===== src/rtl/uart_tx_queue.sv =====
// Byte FIFO feeding a UART transmitter through a DATA_IN / TRG_WRITE / DONE handshake,
// with CTS gating, a sticky overflow flag and a sticky DONE-timeout flag.
module uart_tx_queue #(
  parameter int DEPTH_LOG2     = 4,
  parameter int PULSE_CYCLES   = 5,
  parameter int TIMEOUT_CYCLES = 100000
) (
  input  logic                  CLK_50MHZ,
  input  logic                  RST,
  input  logic [7:0]            WR_DATA,
  input  logic                  WR_EN,
  input  logic                  CTS,
  output logic                  FULL,
  output logic                  EMPTY,
  output logic [DEPTH_LOG2:0]   COUNT,
  output logic                  OVERFLOW,
  output logic                  TIMEOUT_ERR,
  output logic                  BUSY,
  output logic [7:0]            UART_DATA_IN,
  output logic                  UART_TRG_WRITE,
  output logic                  UART_FLOW,
  input  logic                  UART_DONE
);

  localparam int DEPTH = 2 ** DEPTH_LOG2;
  localparam int PW    = (PULSE_CYCLES > 1) ? $clog2(PULSE_CYCLES) : 1;
  localparam int TW    = $clog2(TIMEOUT_CYCLES);

  localparam logic [PW-1:0]         PULSE_LAST = PW'(PULSE_CYCLES - 1);
  localparam logic [TW-1:0]         TMO_LAST   = TW'(TIMEOUT_CYCLES - 1);
  localparam logic [DEPTH_LOG2:0]   DEPTH_CNT  = (DEPTH_LOG2 + 1)'(DEPTH);
  localparam logic [DEPTH_LOG2:0]   CNT_ONE    = (DEPTH_LOG2 + 1)'(1);
  localparam logic [DEPTH_LOG2-1:0] PTR_ONE    = DEPTH_LOG2'(1);

  typedef enum logic [1:0] {IDLE, TRIG, WAIT} state_t;

  state_t state_reg, state_next;

  logic [7:0]            mem [DEPTH];
  logic [DEPTH_LOG2-1:0] wr_ptr_reg, rd_ptr_reg;
  logic [DEPTH_LOG2:0]   count_reg, count_next;
  logic                  full_reg, empty_reg;
  logic                  overflow_reg, tmo_err_reg;
  logic                  trg_reg, done_d_reg;
  logic [7:0]            data_reg;
  logic [PW-1:0]         pulse_cnt_reg;
  logic [TW-1:0]         tmo_cnt_reg;

  logic push, pop, end_pulse, tmo_hit, done_evt;

  // A write while full is dropped even if a pop frees a slot in the same cycle.
  assign push     = WR_EN && !full_reg;
  assign done_evt = UART_DONE && !done_d_reg;

  always_ff @(posedge CLK_50MHZ or negedge RST) begin
    if (!RST) state_reg <= IDLE;
    else      state_reg <= state_next;
  end

  always_comb begin
    state_next = state_reg;
    pop        = 1'b0;
    end_pulse  = 1'b0;
    tmo_hit    = 1'b0;
    case (state_reg)
      IDLE: begin
        if (!empty_reg && CTS) begin
          pop        = 1'b1;
          state_next = TRIG;
        end
      end
      TRIG: begin
        if (pulse_cnt_reg == PULSE_LAST) begin
          end_pulse  = 1'b1;
          state_next = WAIT;
        end
      end
      WAIT: begin
        if (done_evt) begin
          state_next = IDLE;
        end else if (tmo_cnt_reg == TMO_LAST) begin
          tmo_hit    = 1'b1;
          state_next = IDLE;
        end
      end
      default: state_next = IDLE;
    endcase
  end

  always_comb begin
    count_next = count_reg;
    if (push && !pop)      count_next = count_reg + CNT_ONE;
    else if (!push && pop) count_next = count_reg - CNT_ONE;
  end

  // Storage has no reset so it maps onto block RAM.
  always_ff @(posedge CLK_50MHZ) begin
    if (push) mem[wr_ptr_reg] <= WR_DATA;
  end

  always_ff @(posedge CLK_50MHZ or negedge RST) begin
    if (!RST) begin
      wr_ptr_reg    <= '0;
      rd_ptr_reg    <= '0;
      count_reg     <= '0;
      full_reg      <= 1'b0;
      empty_reg     <= 1'b1;
      overflow_reg  <= 1'b0;
      tmo_err_reg   <= 1'b0;
      trg_reg       <= 1'b0;
      done_d_reg    <= 1'b0;
      data_reg      <= 8'h00;
      pulse_cnt_reg <= '0;
      tmo_cnt_reg   <= '0;
    end else begin
      done_d_reg <= UART_DONE;
      count_reg  <= count_next;
      full_reg   <= (count_next == DEPTH_CNT);
      empty_reg  <= (count_next == '0);
      if (push) wr_ptr_reg <= wr_ptr_reg + PTR_ONE;
      if (WR_EN && full_reg) overflow_reg <= 1'b1;
      if (pop) begin
        data_reg      <= mem[rd_ptr_reg];
        rd_ptr_reg    <= rd_ptr_reg + PTR_ONE;
        trg_reg       <= 1'b1;
        pulse_cnt_reg <= '0;
      end
      if (state_reg == TRIG) pulse_cnt_reg <= pulse_cnt_reg + PW'(1);
      if (state_reg == WAIT) tmo_cnt_reg <= tmo_cnt_reg + TW'(1);
      if (end_pulse) begin
        trg_reg     <= 1'b0;
        tmo_cnt_reg <= '0;
      end
      if (tmo_hit) tmo_err_reg <= 1'b1;
    end
  end

  assign FULL           = full_reg;
  assign EMPTY          = empty_reg;
  assign COUNT          = count_reg;
  assign OVERFLOW       = overflow_reg;
  assign TIMEOUT_ERR    = tmo_err_reg;
  assign BUSY           = (state_reg != IDLE);
  assign UART_DATA_IN   = data_reg;
  assign UART_TRG_WRITE = trg_reg;
  assign UART_FLOW      = 1'b1;

endmodule


===== config.mk =====
export PLATFORM = sky130hd
export DESIGN_NAME = uart_tx_queue
export DESIGN_NICKNAME = d
export VERILOG_FILES = /design/src/rtl/uart_tx_queue.sv
export SDC_FILE = /design/constraint.sdc
export NUM_CORES = 1
export LEC_CHECK = 0
export CAP_MARGIN = 20
export CORE_ASPECT_RATIO = 0.6
export CORE_UTILIZATION = 30
export DETAILED_ROUTE_END_ITERATION = 8
export PLACE_DENSITY = 0.54
export SLEW_MARGIN = 30
export SYNTH_ARGS = -nofsm -noshare
export SYNTH_HDL_FRONTEND = slang
export SYNTH_SLANG_ARGS = --single-unit

===== constraint.sdc =====
create_clock -name CLK_50MHZ -period 2.45 [get_ports CLK_50MHZ]
set_input_delay 0.49 -clock CLK_50MHZ [delete_from_list [all_inputs] [get_ports CLK_50MHZ]]
set_output_delay 0.49 -clock CLK_50MHZ [all_outputs]
set_load 0.01 [all_outputs]

# Yosys cells after proc, flatten, opt, wreduce, memory -nomap -nowiden
# Memory sizes are Yosys's and may differ from the RTL's. A register that Yosys moved wholly into a read port is not among the register bits.
# Cells that the tools add are included.
# totals
ramBits	128
n_memories	1
reg_bits	41
out_inout_bits	20
wordCells	68
inputBits	13
# classes
muxes	22
n_eq_ne	8
n_addsub	6
reduce_logical	19
# mem_list
name	depth	width	read_ports	rd_ports_with_merged_regs	write_ports	line_no	rtl
mem	16	8	1	1	1	39	logic [7:0] mem [DEPTH];
# ops
cell	n
$mux 17	2
$add 17x1->17 const B	1
$eq 17x17->1 const B	1
$mux 1	11
$mux 5	2
$add 4x1->4 const B	2
$mux 2	4
$reduce_bool 2->1	4
$logic_and 1x1->1	6
$logic_not 1->1	6
$mux 3	2
$pmux 2 s3	1
$add 5x1->5 const B	1
$eq 5x5->1 const B	1
$logic_not 5->1	1
$sub 5x1->5 const B	1
$ne 2x2->1 const B	2
$add 3x1->3 const B	1
$eq 3x3->1 const B	1
$ne 3x3->1 const B	1
$reduce_and 3->1	1
$eq 2x1->1 const B	1
$eq 2x2->1 const B	1
$logic_not 2->1	1

# Longest topological paths before layout
# logic_depth
depth_word	8
ltp_mapped	6
mapped_depth_nobuf	6

# Worst setup path before layout
# OpenSTA, ideal clock, no wires.
# synth_path
kind	register to register
start	register rd_ptr_reg[0]
end	register data_reg[6], in the netlist UART_DATA_IN[6], read port of mem
path_stages_with_launch	7
setup_ns	0.124
n_path_buf	2
synth_period_minus_slack_ns	2.041
path_slack_ns	0.409
t_required_ns	2.326
arrival_ns	1.917
cell_sequence	dfrtp_1 > clkbuf_1 > buf_2 > mux4_2 > mux2_2 > o22ai_1 > nor2_1
# synth_rtl
item	line_no	rtl
from (decl)	40	logic [DEPTH_LOG2-1:0] wr_ptr_reg, rd_ptr_reg;
from (signal assigned)	124	rd_ptr_reg <= rd_ptr_reg + PTR_ONE;
to (decl)	45	logic [7:0] data_reg;

# Worst setup path in the final report
# layout_path
start	register state_reg[1]
end	output port BUSY
# layout_between
elab_chain_len	1
# layout_lines
item	line_no	rtl
from (decl)	37	state_t state_reg, state_next;
from (signal assigned)	57	else state_reg <= state_next;
$reduce_bool 2->1	143	assign BUSY = (state_reg != IDLE);
to (decl)	18	output logic BUSY,
# No other way between the ends.

==> out/metrics.csv <==
stage,metric,value,unit
cts,root_buffer,clkbuf_16,
final_layout,drive_above_1_share,21.1,%
yosys,syn_area,0.00725,sq mm
cts,clockBufferDepth,2,
sta,relSlewSlack,35.5,%
final_layout,nNetsFinal,537,
drt,routed_wl,15.4,mm
yosys,synth-seq-cells,177,
final_layout,fillers,2173,
setup_path,worstSetupStartpointType,flip-flop,
yosys,netlist_instances,445,
setup_path,path_class,flip-flop to output port,
drt,via_count,4014,
grt,antenna_found_initial,0,
grt,track_usage,13.3,%
grt,globalRouteOverflowTotal,0,
floorplan,die_x,203,um
cts,holdBufCountCts,0,
power_and_ir_drop,switching_share,29.8,%
sta,fmaxAchievable,465,MHz
place,gp_congestion,0.813,
cts,cts_buffers,17,
drt,drt-wirelength-per-cell,18.3,um
yosys,ys_types,42,
power_and_ir_drop,clockPowerShare,27.0,%
place,port_buffers,31,
setup_path,cp-end-kind,output port,
sta,tightest_slew,968,ps
drt,drtIter0Drc,271,
cts,cts_setup_buffers,0,
floorplan,boundaryPins,33,
power_and_ir_drop,combPwrFrac,30.4,%
final_layout,regArea,0.00507,sq mm
drt,ant_nets,0,
cts,h-tree-depth,4,
yosys,synth_ff_type,edfxtp_1,
place,place_area,0.00827,sq mm
setup_path,reg2reg_slack,390,ps
place,dp_hpwl,10.4,mm
final_layout,area_growth,21.8,%
yosys,async_reset_ff_share,27.7,%
grt,grt_max_degree,50,
power_and_ir_drop,switchingPower,2.84,mW
sta,worst_slack,301,ps
drt,dr.pass1.iters,4,
cts,clk_latency,420,ps
drt,drc,0,
setup_path,cp.arrival,1660,ps
final_layout,antenna_cells,0,
min_path,hold_path.class,input pin to async pin,
power_and_ir_drop,p_per_area,1080,mW/mm^2
job,drv_cap,0,
yosys,synth.avg_cell_area,16.3,sq um
setup_path,worstPathRequired,1960,ps
final_layout,finish.instance_area,0.00882,sq mm
power_and_ir_drop,p_seq_share,42.6,%
floorplan,die_h,122,um
cts,cts_resized,0,
sta,period_needed,2150,ps
final_layout,utilization,37.7,%
power_and_ir_drop,power.internal,6.69,mW
grt,grt_pass1_vias,4079,
cts,cts_tree,done,
power_and_ir_drop,ir_worst_vdd,0.512,mV
floorplan,core.rowCount,43,
yosys,yosys_warnings,0,
floorplan,die-area,0.0248,sq mm
power_and_ir_drop,power,9.54,mW
place,pre_cts_ws,-47.6,ps
sta,setup_viol,0,
yosys,synth_edf_count,128,
sta,period_share,87.7,%
cts,clkTransAtPathRegs,70,ps
outcome,status,finished clean,
final_layout,multiInputGateArea,0.00207,sq mm
grt,grt_first_pass_wirelength,23.9,mm
setup_path,rr_worst_depth,5,
setup_path,path_max_fanout,7,
sta,slew_violations,0,
sta,holdWs,161,ps
yosys,synth_fp_nets,468,
sta,fin_skew,9.97,ps
cts,cts_num_sinks,177,
sta,finalHoldViolCount,0,
yosys,yosysSeqAreaShare,70.0,%
power_and_ir_drop,p_leak,3.13,nW
drt,vias_per_cell,4.77,
sta,rsz0062_at_grt,false,
final_layout,largest_reg_flops,128,
floorplan,coreArea,0.0234,sq mm
floorplan,initial_core_util,31.0,%
[cells in the final DEF (no fill, tap or decap), drive strengths merged, types with 9 or more instances in the layout]
cell,instances
mux4,32
nand2,27
mux2,9
xnor2,12
clkinv,9
xor2,11
edfxtp,128
nor2,31
o21ai,10
ha,10
clkbuf,20
buf,39
clkdlybuf4s50,30
dfrtp,48
and2,16
nor2b,11
nand3,12
[critical path, cell delays in order, from the launching register on]
cell and delay (ps):
dfrtp_1 440, or2_2 310, clkdlybuf4s50_1 480
[layer usage]
metal  track usage (%)  up-vias  wire (um)
met5                 0        -          0
met4              3.81        0        102
met3              3.58        7        849
met2              18.6       81       6680
met1              19.9     2101       7760
li1                  -     1825          -
[power by group through the flow]
stage          sequential (mW)  clock (mW)  combinational [mW]
6_report                  4.07        2.57                2.90
2_1_floorplan             4.03           0                1.81
4_1_cts                   4.07        2.63                2.94
3_5_place_dp              4.13           0                2.93
5_1_grt                   4.12        2.76                3.18
3_3_place_gp              4.11           0                2.89
[synth_stat cells (2+ instances only)]
| cell | number | area, sq um |
|---|---|---|
| nor3b_1 | 2 | 15.0 |
| nand2b_1 | 4 | 25.0 |
| nor2_1 | 31 | 116 |
| xnor2_1 | 12 | 105 |
| nor3_1 | 5 | 25.0 |
| and3_1 | 5 | 31.3 |
| inv_1 | 8 | 30.0 |
| nor4b_1 | 2 | 17.5 |
| xor2_1 | 11 | 96.3 |
| ha_1 | 10 | 125 |
| mux4_2 | 32 | 721 |
| nand2_1 | 27 | 101 |
| edfxtp_1 | 128 | 3840 |
| and2_1 | 16 | 100 |
| a32oi_1 | 2 | 17.5 |
| mux2_2 | 9 | 101 |
| a211oi_1 | 8 | 60.1 |
| dfrtp_1 | 48 | 1200 |
| a21oi_1 | 2 | 10.0 |
| nand3_1 | 12 | 60.1 |
| clkbuf_1 | 14 | 52.6 |
| nand4_1 | 5 | 31.3 |
| nor2b_1 | 11 | 68.8 |
| o22ai_1 | 8 | 50.1 |
| nor4_1 | 3 | 18.8 |
| o21ai_0 | 10 | 50.1 |
| buf_2 | 4 | 20.0 |
| or3_1 | 2 | 12.5 |
[cells by family after synthesis]
| family | Yosys count | synth area share (%) |
|---|---|---|
| buf+inv | 27 | 1.52 |
| mux | 41 | 11.3 |
| flops | 177 | 70.0 |
| fa+ha+maj | 10 | 1.73 |
| other cells | 1 | 0.0518 |
| xor+xnor | 23 | 2.78 |
| compound gates | 35 | 3.09 |
| simple gates | 131 | 9.50 |
[path summary, 6_finish.rpt]
| check | start | endpoint |
|---|---|---|
| worst max-delay path | state_reg[1] | BUSY |
| worst min-delay path | RST | tmo_cnt_reg[10] |
| worst max register to register | state_reg[1] | FULL |
| worst min register to register | OVERFLOW | OVERFLOW |
| max in group asynchronous | RST | rd_ptr_reg[0] |
| min in group CLK_50MHZ | OVERFLOW | OVERFLOW |
[layout make-up]
class | count | area share (%)
Sequential cell | 177 | 57.5
Multi-Input combinational cell | 241 | 23.5
Timing Repair Buffer | 69 | 7.97
Clock buffer | 20 | 4.95
Tap cell | 315 | 4.47
Clock inverter | 12 | 1.33
Inverter | 8 | 0.340
[stage by stage]
| step | instances | TNS [ps] |
|---|---|---|
| after global routing | 842 | 0 |
| after detailed placement | 810 | -56.0 |
| final | 842 | 0 |
| after CTS | 842 | 0 |
| after global placement | 810 | 0 |
| after floorplan | 445 | 0 |
Note: power is estimated with default switching activity, not from simulation.
